===== src/rtl/wb_nor_flash.sv =====
// Read-only Wishbone B3 slave for an asynchronous parallel NOR flash.
// Page-mode reads, 16/32-bit flash data, open-page reuse for linear bursts.
module wb_nor_flash #(
  parameter int FLASH_DW   = 16,
  parameter int FLASH_AW   = 25,
  parameter int WAIT_FIRST = 8,
  parameter int WAIT_PAGE  = 3,
  parameter int PAGE_WORDS = 16,
  parameter int RST_CYCLES = 16
) (
  input  logic                wb_clk_i,
  input  logic                wb_rst_ni,
  input  logic [31:0]         wb_adr_i,
  input  logic [31:0]         wb_dat_i,
  input  logic [3:0]          wb_sel_i,
  input  logic                wb_we_i,
  input  logic                wb_cyc_i,
  input  logic                wb_stb_i,
  input  logic [2:0]          wb_cti_i,
  input  logic [1:0]          wb_bte_i,
  output logic [31:0]         wb_dat_o,
  output logic                wb_ack_o,
  output logic                wb_err_o,
  input  logic [FLASH_DW-1:0] flash_dat_i,
  output logic [FLASH_AW-1:0] flash_adr_o,
  output logic                flash_csn_o,
  output logic                flash_oen_o,
  output logic                flash_wen_o,
  output logic                flash_advn_o,
  output logic                flash_clk_o,
  output logic                flash_rstn_o
);

  localparam int PG_W = $clog2(PAGE_WORDS);
  localparam int CW   = 16;

  typedef enum logic [2:0] {S_RST, S_IDLE, S_ACC, S_ACK, S_GAP, S_ERR} state_t;

  state_t              state_q;
  logic [CW-1:0]       cnt_q;
  logic [FLASH_AW-1:0] adr_q;
  logic                csn_q, oen_q, rstn_q, ack_q, err_q, half_q, abort_q;
  logic [15:0]         hi_q;
  logic [31:0]         dat_q;

  logic [FLASH_AW-1:0] adr_d, nxt_adr_s;
  logic [31:0]         fdat_s, rd_word_s;
  logic                rd_s, wr_s, same_pg_s, nxt_same_s, last_half_s;
  logic                unused_s;

  assign rd_s        = wb_cyc_i & wb_stb_i & ~wb_we_i;
  assign wr_s        = wb_cyc_i & wb_stb_i & wb_we_i;
  assign fdat_s      = 32'(flash_dat_i);
  assign nxt_adr_s   = adr_q + FLASH_AW'(1);
  assign same_pg_s   = (adr_d[FLASH_AW-1:PG_W] == adr_q[FLASH_AW-1:PG_W]);
  assign nxt_same_s  = (nxt_adr_s[FLASH_AW-1:PG_W] == adr_q[FLASH_AW-1:PG_W]);
  assign last_half_s = (FLASH_DW == 32) ? 1'b1 : half_q;
  assign rd_word_s   = (FLASH_DW == 16) ? {hi_q, fdat_s[15:0]} : fdat_s;
  assign unused_s    = ^{wb_dat_i, wb_sel_i, wb_bte_i, wb_adr_i, fdat_s};

  // Byte address to flash word address; upper bits are dropped, so accesses alias
  always_comb begin
    adr_d = '0;
    if (FLASH_DW == 16) begin
      adr_d = {wb_adr_i[FLASH_AW:2], 1'b0};
    end else begin
      adr_d = wb_adr_i[FLASH_AW+1:2];
    end
  end

  // Bridge FSM; every flash and bus output is a register
  always_ff @(posedge wb_clk_i or negedge wb_rst_ni) begin
    if (!wb_rst_ni) begin
      state_q <= S_RST;
      cnt_q   <= '0;
      adr_q   <= '0;
      csn_q   <= 1'b1;
      oen_q   <= 1'b1;
      rstn_q  <= 1'b0;
      ack_q   <= 1'b0;
      err_q   <= 1'b0;
      half_q  <= 1'b0;
      abort_q <= 1'b0;
      hi_q    <= 16'h0000;
      dat_q   <= 32'h0000_0000;
    end else begin
      ack_q <= 1'b0;
      err_q <= 1'b0;
      case (state_q)
        S_RST: begin
          if (cnt_q == CW'(RST_CYCLES - 1)) begin
            rstn_q  <= 1'b1;
            cnt_q   <= '0;
            state_q <= S_IDLE;
          end else begin
            cnt_q <= cnt_q + CW'(1);
          end
        end
        S_IDLE: begin
          csn_q <= 1'b1;
          oen_q <= 1'b1;
          if (wr_s) begin
            err_q   <= 1'b1;
            state_q <= S_ERR;
          end else if (rd_s) begin
            adr_q   <= adr_d;
            csn_q   <= 1'b0;
            oen_q   <= 1'b0;
            cnt_q   <= CW'(WAIT_FIRST - 1);
            half_q  <= 1'b0;
            abort_q <= 1'b0;
            state_q <= S_ACC;
          end
        end
        S_ERR: state_q <= S_IDLE;
        S_ACC: begin
          if (!wb_cyc_i) abort_q <= 1'b1;
          if (cnt_q != '0) begin
            cnt_q <= cnt_q - CW'(1);
          end else begin
            hi_q <= fdat_s[15:0];
            // An abandoned cycle lets the current flash access finish but never acks
            if (abort_q || !(wb_cyc_i && wb_stb_i)) begin
              csn_q   <= 1'b1;
              oen_q   <= 1'b1;
              state_q <= S_IDLE;
            end else if (!last_half_s) begin
              adr_q  <= nxt_adr_s;
              half_q <= 1'b1;
              cnt_q  <= nxt_same_s ? CW'(WAIT_PAGE - 1) : CW'(WAIT_FIRST - 1);
            end else begin
              dat_q   <= rd_word_s;
              ack_q   <= 1'b1;
              state_q <= S_ACK;
            end
          end
        end
        S_ACK: begin
          if (wb_cti_i == 3'b010) begin
            state_q <= S_GAP;
          end else begin
            csn_q   <= 1'b1;
            oen_q   <= 1'b1;
            state_q <= S_IDLE;
          end
        end
        S_GAP: begin
          // Next burst beat keeps the page open when it lands in the last driven page
          if (rd_s) begin
            adr_q   <= adr_d;
            cnt_q   <= same_pg_s ? CW'(WAIT_PAGE - 1) : CW'(WAIT_FIRST - 1);
            half_q  <= 1'b0;
            abort_q <= 1'b0;
            state_q <= S_ACC;
          end else begin
            csn_q   <= 1'b1;
            oen_q   <= 1'b1;
            state_q <= S_IDLE;
          end
        end
        default: begin
          csn_q   <= 1'b1;
          oen_q   <= 1'b1;
          rstn_q  <= 1'b0;
          cnt_q   <= '0;
          state_q <= S_RST;
        end
      endcase
    end
  end

  assign wb_dat_o     = dat_q;
  assign wb_ack_o     = ack_q;
  assign wb_err_o     = err_q;
  assign flash_adr_o  = adr_q;
  assign flash_csn_o  = csn_q;
  assign flash_oen_o  = oen_q;
  assign flash_wen_o  = 1'b1;
  assign flash_advn_o = 1'b0;
  assign flash_clk_o  = 1'b0;
  assign flash_rstn_o = rstn_q;

endmodule

===== config.mk =====
export PLATFORM = sky130hd
export DESIGN_NAME = wb_nor_flash
export DESIGN_NICKNAME = d
export VERILOG_FILES = /design/src/rtl/wb_nor_flash.sv
export SDC_FILE = /design/constraint.sdc
export NUM_CORES = 1
export LEC_CHECK = 0
export BUFFER_PORTS_ARGS = -buffer_cell sky130_fd_sc_hd__buf_2
export CAP_MARGIN = 20
export CORE_ASPECT_RATIO = 1.5
export CORE_MARGIN = 1.5
export CORE_UTILIZATION = 35
export CTS_BUF_LIST = sky130_fd_sc_hd__clkbuf_16
export DETAILED_ROUTE_END_ITERATION = 7
export MAX_ROUTING_LAYER = met4
export PLACE_DENSITY_LB_ADDON = 0.15
export SYNTH_ARGS = -nofsm -noshare
export SYNTH_HDL_FRONTEND = slang
export SYNTH_SLANG_ARGS = --single-unit

===== constraint.sdc =====
create_clock -name wb_clk_i -period 3.68 [get_ports wb_clk_i]
set_input_delay 0.368 -clock wb_clk_i [delete_from_list [all_inputs] [get_ports wb_clk_i]]
set_output_delay 0.368 -clock wb_clk_i [all_outputs]
set_load 0.02 [all_outputs]

==> results.py, run 1 <==
metrics = {
    "setup_path": {
        "path_cells": "or4_1 > or4_4 > nor3_4 > a21boi_2 > buf_8 > buf_4 > a21oi_1 > o22a_1",
        "slowest_stage": "or4_1",
        "worstPathMaxFanout": 18,
        "cp.arrival_ns": 3.32,
        "cp-start-kind": "flop",
        "critPathKind": "flop to flop",
        "critPathTopFamily": "simple AND/OR/NAND/NOR gates",
        "worstSetupEndpointType": "flop",
        "critPathBufInv": 2,
        "required_ns": 3.96,
        "max_stage_delay_ns": 0.68,
    },
    "cts": {
        "clkSinkCount": 98,
        "cts_setup_buffers": 0,
        "insertion_delay_ns": 0.35,
        "cts_buffer_depth": 2,
        "cts_max_level": 3,
        "cts_resized": 0,
        "root_buffer": "clkbuf_16",
        "numCtsBuffers": 9,
        "cts.clk_slew.worst_paths_ns": 0.08,
        "cts_tree": "done",
        "cts_hold_buf": 0,
    },
    "synth": {
        "netlist_top_cells_count": "dfrtp_1, nor2_1, a21oi_1, o21ai_0, nand2_1",
        "seq_area_frac_synth_pct": 44.0,
        "syn_avg_cell_area_sq_um": 9.93,
        "synth_edf_count": 0,
        "synth_seq_cells": 98,
        "synth_top_area_cell": "dfrtp_1",
        "post-synth-top-count-cell": "dfrtp_1",
        "async_flop_share_pct": 100,
        "synth_top_area_share_pct": 43.5,
        "synth_cell_types": 64,
        "yosys_most_used_dff": "dfrtp_1",
        "ys_top_cells_by_area": "dfrtp_1, mux2_4, nor2_1",
        "yosys_warnings": 0,
        "synth_cells": 562,
        "syn_area_sq_mm": 0.00558,
    },
    "floorplan": {
        "core_sq_mm": 0.0156,
        "dieHeight_microns": 158,
        "die_width_microns": 106,
        "num_rows": 56,
        "initial_core_util_pct": 35.7,
        "dieArea_sq_mm": 0.0167,
        "ios": 159,
    },
    "layout": {
        "drive_gt1_share_pct": 29.5,
        "fin_nets": 754,
        "n_antenna_cell": 0,
        "fill_cells": 1546,
        "regArea_sq_mm": 0.00245,
        "multi_input_area_sq_mm": 0.00290,
        "area_delta_synth_final_pct": 17.6,
        "final_util_pct": 42.0,
    },
    "timing": {
        "fin_crit_ns": 3.04,
        "slew_headroom_pct": 36.5,
        "final_max_slew_viol_count": 0,
        "fin_hold_ws_ns": 0.146,
        "fin_ws_ns": 0.639,
        "skew_ns": 0.0109,
        "tns_ns": 0,
        "post-route-period-util_pct": 82.6,
        "timing.fmax_mhz": 329,
        "rsz0062_at_grt": "no",
        "setup-violations-final": 0,
        "max_slew.worst_pin.slew_ns": 0.952,
        "hold_viol": 0,
    },
    "job": {
        "maxCapViolCount": 0,
    },
    "global_routing": {
        "grt_pass1_vias": 4636,
        "antenna_found_initial": 0,
        "track_usage_pct": 19.0,
        "grt_max_degree": 73,
        "grt_pass1_wl_microns": 24300,
        "grt_overflow_total": 0,
    },
    "run_status": {
        "outcome": "complete, no violations",
    },
    "hold_path": {
        "holdCritPathClass": "input port to asynchronous set/reset pin",
    },
    "routing": {
        "routedWlPerCell_microns": 17.5,
        "final_antenna_net_count": 0,
        "vias": 4768,
        "drc": 0,
        "firstDrtPassIters": 4,
        "vias_per_cell": 5.52,
        "wl_microns": 15100,
        "drtIter0Drc": 248,
    },
    "place": {
        "io_buffers": 109,
        "place.detailed.hpwl_microns": 10700,
        "dp_slack_ns": 0.605,
        "routabilityCongestion": 0.859,
    },
    "power_and_ir_drop": {
        "power_density_mw_per_mm2": 663,
        "ir_drop_v": 0.000287,
        "power_mw": 4.35,
        "leakage_nw": 3.14,
    },
}
==> cells in the final DEF, fill, tap and decap left out, drive strengths merged, types with 4 or more instances in the layout <==
cell type / count
xor2: 20
o21ai: 36
and2: 4
clkbuf: 9
nand2: 34
a21oi: 37
and3: 12
a22oi: 7
nor2: 59
nand3: 17
nor3b: 7
a221oi: 4
nor4: 10
a211oi: 5
and4: 4
o2bb2ai: 5
nor3: 21
a31oi: 13
dfrtp: 97
o31ai: 5
inv: 12
nand4: 7
buf: 121
mux2: 48
o22a: 9
o22ai: 8
a41oi: 5
==> flip-flops by register name, indices dropped and copies added, names as in the netlist <==
name,cells
hi_q,16
cnt_q,16
wb_err_o,1
state_q,3
wb_dat_o,32
flash_rstn_o,1
flash_adr_o,25
wb_ack_o,1
abort_q,1
flash_oen_o,1
half_q,1
==> path summary, 6_finish.rpt <==
| path | slack (ns) | cells after the start | startpoint | to |
|---|---|---|---|---|
| worst max-delay path | 0.64 | 8 | cnt_q[9]$_DFFE_PN0P_ | flash_adr_o[19]$_DFFE_PN0P_ |
| worst min-delay path | 0.15 | 1 | wb_rst_ni | wb_dat_o[7]$_DFFE_PN0P_ |
| worst max register to register | 0.64 | 8 | cnt_q[9]$_DFFE_PN0P_ | flash_adr_o[19]$_DFFE_PN0P_ |
| worst min register to register | 0.50 | 1 | hi_q[2]$_DFFE_PN0P_ | wb_dat_o[18]$_DFFE_PN0P_ |
| max in group asynchronous | 2.73 | 2 | wb_rst_ni | cnt_q[0]$_DFFE_PN0P_ |
| min in group wb_clk_i | 0.26 | 2 | flash_dat_i[9] | wb_dat_o[9]$_DFFE_PN0P_ |
==> logic make-up (layout without fill, tap and decap cells) <==
family,after synthesis,after routing,synth area share [%]
simple gates,187,187,17.0
compound gates,155,155,18.6
flops,98,98,44.0
mux,49,49,11.8
buf+inv,45,143,4.15
xor+xnor,23,23,3.61
fa+ha+maj,3,3,0.673
other cells,2,3,0.135
==> per-layer routing <==
metal	vias to the layer above	GRT usage (%)	wire (microns)
met2	105	33.5	8080
met5	-	-	0
met3	15	2.55	635
met4	0	6.31	224
li1	2260	-	-
met1	2388	22.3	6160
==> worst register-to-register path: cells and delay by family, from the launching register on <==
| family | cells | cell delay, ns |
|---|---|---|
| compound gates | 3 | 0.52 |
| buf+inv | 2 | 0.41 |
| flops | 1 | 0.47 |
| simple gates | 3 | 1.57 |
==> cell type report <==
| type | instances | share of cell area (%) |
|---|---|---|
| timing repair buffer | 121 | 9.84 |
| sequential | 98 | 37.4 |
| clock buffer | 9 | 3.43 |
| inverter | 7 | 0.400 |
| multi-input combinational | 420 | 44.2 |
| clock inverter | 6 | 0.839 |
| tap | 203 | 3.87 |
==> where the power goes <==
part	internal [mW]	switching (mW)
Sequential	1.31	0.415
Combinational	0.644	1.05
Clock	0.472	0.456
==> stage by stage <==
stage | std cells | instance area, sq um
final | 864 | 6560
after global routing | 864 | 6560
after CTS | 863 | 6550
after detailed placement | 848 | 6270
after global placement | 847 | 6260
after floorplan | 563 | 5580
(Power assumes the default switching activity.)
==> run 2, diff against run 1 <==
==> constraint.sdc (replaced) <==
create_clock -name wb_clk_i -period 2.7 [get_ports wb_clk_i]
set_input_delay 0.27 -clock wb_clk_i [delete_from_list [all_inputs] [get_ports wb_clk_i]]
set_output_delay 0.27 -clock wb_clk_i [all_outputs]
set_load 0.02 [all_outputs]
==> run 2 against run 1 <==
Against the previous run: core utilization increased by 1.5 points; clock power increased by 36%; cell count increased by 2.9%; first-iteration DRC count increased by 19%; combinational power increased by 58%; critical path depth decreased by 1; die area unchanged; maximum frequency increased by 16%; largest power group is now combinational cells.
==> results.py, run 2 (synthesis results as in run 1) <==
metrics = {
    "run_status": {
        "outcome": "complete, no violations",
    },
    "power_and_ir_drop": {
        "ir_drop_v": 0.000483,
        "leakage_nw": 3.28,
        "power_density_mw_per_mm2": 915,
    },
    "setup_path": {
        "critPathKind": "flop to flop",
        "crit_start": "cnt_q[9]$_DFFE_PN0P_",
        "worstSetupEndpointType": "flop",
        "cp.arrival_ns": 2.85,
        "required_ns": 2.93,
        "cp-start-kind": "flop",
        "worstPathMaxFanout": 33,
        "reg2reg_from": "cnt_q[9]$_DFFE_PN0P_",
    },
    "place": {
        "routabilityCongestion": 0.864,
        "io_buffers": 109,
        "place.detailed.hpwl_microns": 11000,
        "postPlaceCellArea_sq_mm": 0.00648,
    },
    "cts": {
        "clkSinkCount": 98,
        "cts_max_level": 3,
        "numCtsBuffers": 9,
        "insertion_delay_ns": 0.35,
        "cts.clk_slew.worst_paths_ns": 0.08,
        "cts_tree": "done",
        "cts_buffer_depth": 2,
        "root_buffer": "clkbuf_16",
    },
    "timing": {
        "timing.fmax_mhz": 382,
        "final_max_slew_viol_count": 0,
        "skew_ns": 0.00801,
        "rsz0062_at_grt": "no",
        "max_slew.worst_pin.slew_ns": 0.736,
        "setup-violations-final": 0,
        "slew_headroom_pct": 50.9,
        "hold_viol": 0,
        "fin_crit_ns": 2.62,
        "post-route-period-util_pct": 97.1,
        "tns_ns": 0,
    },
    "global_routing": {
        "antenna_found_initial": 0,
        "grt_pass1_wl_microns": 24600,
        "grt_overflow_total": 0,
        "grt_pass1_vias": 4736,
        "track_usage_pct": 19.1,
        "grt_max_degree": 55,
    },
    "job": {
        "maxCapViolCount": 0,
    },
    "routing": {
        "drc": 0,
        "vias": 4858,
        "drtIter0Drc": 295,
        "vias_per_cell": 5.46,
        "firstDrtPassIters": 5,
        "routedWlPerCell_microns": 17.2,
        "final_antenna_net_count": 0,
        "wl_microns": 15300,
    },
    "hold_path": {
        "holdCritPathClass": "input port to flop",
        "hold_path.startpoint": "flash_dat_i[9]",
    },
    "floorplan": {
        "initial_core_util_pct": 35.7,
        "num_rows": 56,
        "core_sq_mm": 0.0156,
        "ios": 159,
        "die_width_microns": 106,
        "dieArea_sq_mm": 0.0167,
        "dieHeight_microns": 158,
    },
    "layout": {
        "multi_input_area_sq_mm": 0.00291,
        "fill_cells": 1567,
        "largest_reg_flops": 32,
        "drive_gt1_share_pct": 31.9,
        "final_common_cell": "buf_2",
        "fin_nets": 778,
        "area_delta_synth_final_pct": 21.9,
        "design_area_sq_mm": 0.00680,
        "n_antenna_cell": 0,
        "layout_common_cells": "buf_2, dfrtp_1, nor2_1",
        "regArea_sq_mm": 0.00245,
    },
}
-- run 2: cell type report --
type | count | share of cell area, %
Clock buffer | 9 | 3.31
Sequential cell | 98 | 36.1
Timing Repair Buffer | 145 | 12.8
Tap cell | 203 | 3.74
Clock inverter | 7 | 0.865
Inverter | 7 | 0.386
Multi-Input combinational cell | 420 | 42.8
-- run 2: through the flow --
stage / worst slack, ns / utilization, % / power [mW] / hold slack, ns / instances
final: 0.0796 / 43.5 / 6.22 / 0.164 / 889
after global routing: 0.0101 / 43.5 / 6.64 / 0.156 / 889
after CTS: 0.0367 / 43.4 / 6.25 / 0.150 / 887
after detailed placement: 0.0567 / 41.5 / 4.96 / 0.371 / 870
after global placement: 0.0876 / 41.5 / 4.90 / 0.367 / 870
after floorplan: 0.0412 / - / 3.96 / -0.0256 / 563
-- run 2: repair_timing --
item | in CTS | in global routing
setup endpoints to repair | 0 | 14
hold buffers | 1 | 0
resized for setup | 0 | 1
endpoints found under the hold margin | 29 | 0
buffers inserted | 0 | 2
-- run 2: report_power, final --
group	internal [mW]	switching, mW
Clock	0.641	0.614
Combinational	1.10	1.58
Sequential	1.79	0.491
Total	3.53	2.69
-- run 2: worst paths after layout --
| check | cells past startpoint | to | slack, ns |
|---|---|---|---|
| setup / recovery | 7 | wb_dat_o[14]$_DFFE_PN0P_ | 0.08 |
| hold reg to reg | 1 | wb_dat_o[27]$_DFFE_PN0P_ | 0.50 |
| setup reg to reg | 7 | wb_dat_o[14]$_DFFE_PN0P_ | 0.08 |
| min in group asynchronous | 2 | wb_ack_o$_DFF_PN0_ | 0.52 |
| hold / removal | 2 | wb_dat_o[9]$_DFFE_PN0P_ | 0.16 |
| max in group asynchronous | 3 | flash_oen_o$_DFFE_PN1P_ | 1.42 |
-- run 2: routing by layer --
| metal | wire [microns] | vias up | track usage, % |
|---|---|---|---|
| met4 | 280 | 0 | 6.69 |
| met2 | 8160 | 108 | 33.5 |
| met1 | 6420 | 2419 | 22.6 |
| met3 | 431 | 21 | 2.35 |
| met5 | 0 | - | - |
| li1 | - | 2310 | - |
-- run 2: worst max-delay path, stage by stage (launching register included) --
cell and delay (ns):
dfrtp_1 0.38, or4_1 0.58, or4_4 0.51, nor3_4 0.22, buf_4 0.18, nand3_4 0.08, buf_12 0.20, mux2_4 0.33
==> run 3, diff against run 2 <==
==> constraint.sdc (replaced) <==
create_clock -name wb_clk_i -period 2.7 [get_ports wb_clk_i]
set_input_delay 0.405 -clock wb_clk_i [delete_from_list [all_inputs] [get_ports wb_clk_i]]
set_output_delay 0.405 -clock wb_clk_i [all_outputs]
set_load 0.02 [all_outputs]
==> run 3 against run 2 <==
Against the previous run: clock skew is 0.0056 ns higher; flip-flop and latch count stayed put; core utilization is 0.13 points lower; largest power group unchanged; critical path depth stayed put; cell area is 0.29% lower; sequential share of layout area is 0.11 points higher; first-iteration DRC count is 13% lower; register-to-register slack hardly changed; die area stayed put; critical path type unchanged.
==> results.py, run 3 (synthesis results as in run 1) <==
metrics = {
    "run_status": {
        "outcome": "complete, no violations",
    },
    "global_routing": {
        "track_usage_pct": 19.2,
        "grt_pass1_wl_microns": 24700,
        "grt_max_degree": 52,
        "antenna_found_initial": 0,
        "grt_pass1_vias": 4827,
        "grt_overflow_total": 0,
    },
    "layout": {
        "drive_gt1_share_pct": 32.2,
        "largest_reg_flops": 32,
        "final_common_cell": "buf_2",
        "design_area_sq_mm": 0.00678,
        "fill_cells": 1521,
        "layout_common_cells": "buf_2, dfrtp_1, nor2_1",
        "n_antenna_cell": 0,
        "fin_nets": 778,
        "area_delta_synth_final_pct": 21.5,
    },
    "floorplan": {
        "num_rows": 56,
        "die_width_microns": 106,
        "dieArea_sq_mm": 0.0167,
        "ios": 159,
        "dieHeight_microns": 158,
        "initial_core_util_pct": 35.7,
        "core_sq_mm": 0.0156,
    },
    "place": {
        "routabilityCongestion": 0.859,
        "dp_slack_ns": 0.0458,
        "io_buffers": 109,
        "place.detailed.hpwl_microns": 11100,
        "postPlaceCellArea_sq_mm": 0.00647,
    },
    "cts": {
        "root_buffer": "clkbuf_16",
        "clkSinkCount": 98,
        "cts_tree": "done",
        "cts.clk_slew.worst_paths_ns": 0.08,
        "insertion_delay_ns": 0.35,
        "cts_max_level": 3,
        "numCtsBuffers": 9,
        "cts_buffer_depth": 2,
        "cts_hold_buf": 0,
    },
    "routing": {
        "m1WireLength_microns": 6260,
        "vias_per_cell": 5.50,
        "vias": 4889,
        "wl_microns": 15300,
        "wl_met2_microns": 8310,
        "wl_met3_microns": 567,
        "final_antenna_net_count": 0,
        "top_layer_used": "met4",
        "drc": 0,
        "routedWlPerCell_microns": 17.2,
        "drtIter0Drc": 258,
        "firstDrtPassIters": 5,
    },
    "setup_path": {
        "max_stage_delay_ns": 0.59,
        "cp.arrival_ns": 2.83,
        "worstSetupEndpointType": "flop",
        "slowest_stage": "or4_1",
        "path_cells": "or4_1 > or4_4 > nor3_4 > buf_4 > nand3_4 > buf_12 > mux2_4",
        "critPathTopFamily": "simple AND/OR/NAND/NOR gates",
        "cp-start-kind": "flop",
        "critPathBufInv": 2,
        "worstPathMaxFanout": 33,
        "required_ns": 2.93,
        "critPathKind": "flop to flop",
    },
    "power_and_ir_drop": {
        "ir_drop_v": 0.000435,
        "power_density_mw_per_mm2": 916,
        "leakage_nw": 3.27,
    },
    "timing": {
        "slew_headroom_pct": 56.9,
        "setup-violations-final": 0,
        "hold_viol": 0,
        "skew_ns": 0.0136,
        "post-route-period-util_pct": 96.6,
        "fin_ws_ns": 0.0928,
        "fin_crit_ns": 2.61,
        "final_max_slew_viol_count": 0,
        "timing.fmax_mhz": 384,
        "max_slew.worst_pin.slew_ns": 0.647,
        "tns_ns": 0,
        "rsz0062_at_grt": "no",
    },
    "hold_path": {
        "holdCritPathClass": "input port to asynchronous set/reset pin",
    },
    "job": {
        "maxCapViolCount": 0,
    },
}
run 3: worst paths after layout:
path	endpoint	from	cells after the start	slack [ns]
min	wb_ack_o$_DFF_PN0_	wb_rst_ni	1	0.07
max reg2reg	wb_dat_o[29]$_DFFE_PN0P_	cnt_q[9]$_DFFE_PN0P_	7	0.09
min reg2reg	wb_dat_o[24]$_DFFE_PN0P_	hi_q[8]$_DFFE_PN0P_	1	0.50
max	wb_dat_o[29]$_DFFE_PN0P_	cnt_q[9]$_DFFE_PN0P_	7	0.09
min in group wb_clk_i	wb_dat_o[2]$_DFFE_PN0P_	flash_dat_i[2]	2	0.30
max in group asynchronous	flash_oen_o$_DFFE_PN1P_	wb_rst_ni	2	1.83
run 3: metrics by stage:
step	instances	hold slack [ns]	utilization, %	total power, mW
3_3_place_gp	871	0.474	41.4	4.88
5_1_grt	889	0.119	43.4	6.63
2_1_floorplan	563	0.109	-	3.96
6_report	889	0.0709	43.4	6.21
3_5_place_dp	871	0.483	41.4	4.94
4_1_cts	887	0.0956	43.2	6.24
run 3: layout make-up:
type,instances,area [sq um],share of cell area (%)
well taps,203,254,3.75
repair buffers,145,843,12.4
multi-input cells,420,2910,43.0
clock buffers,9,225,3.32
clock inverters,7,62.6,0.923
inverters,7,26.3,0.388
flip-flops and latches,98,2450,36.2
run 3: routing by layer:
| metal | GRT usage, % | vias up |
|---|---|---|
| met5 | - | - |
| met4 | 6.11 | 0 |
| met3 | 3.09 | 14 |
| met2 | 34.2 | 132 |
| met1 | 22.1 | 2424 |
| li1 | - | 2319 |
run 3: repair_timing:
action                                  CTS  global route
setup buffers                             0             2
resized for setup                         0             2
endpoints found under the setup margin    0            19
run 3: power breakdown:
group | internal (mW) | switching [mW]
clock network | 0.641 | 0.620
logic | 1.08 | 1.58
registers | 1.79 | 0.493
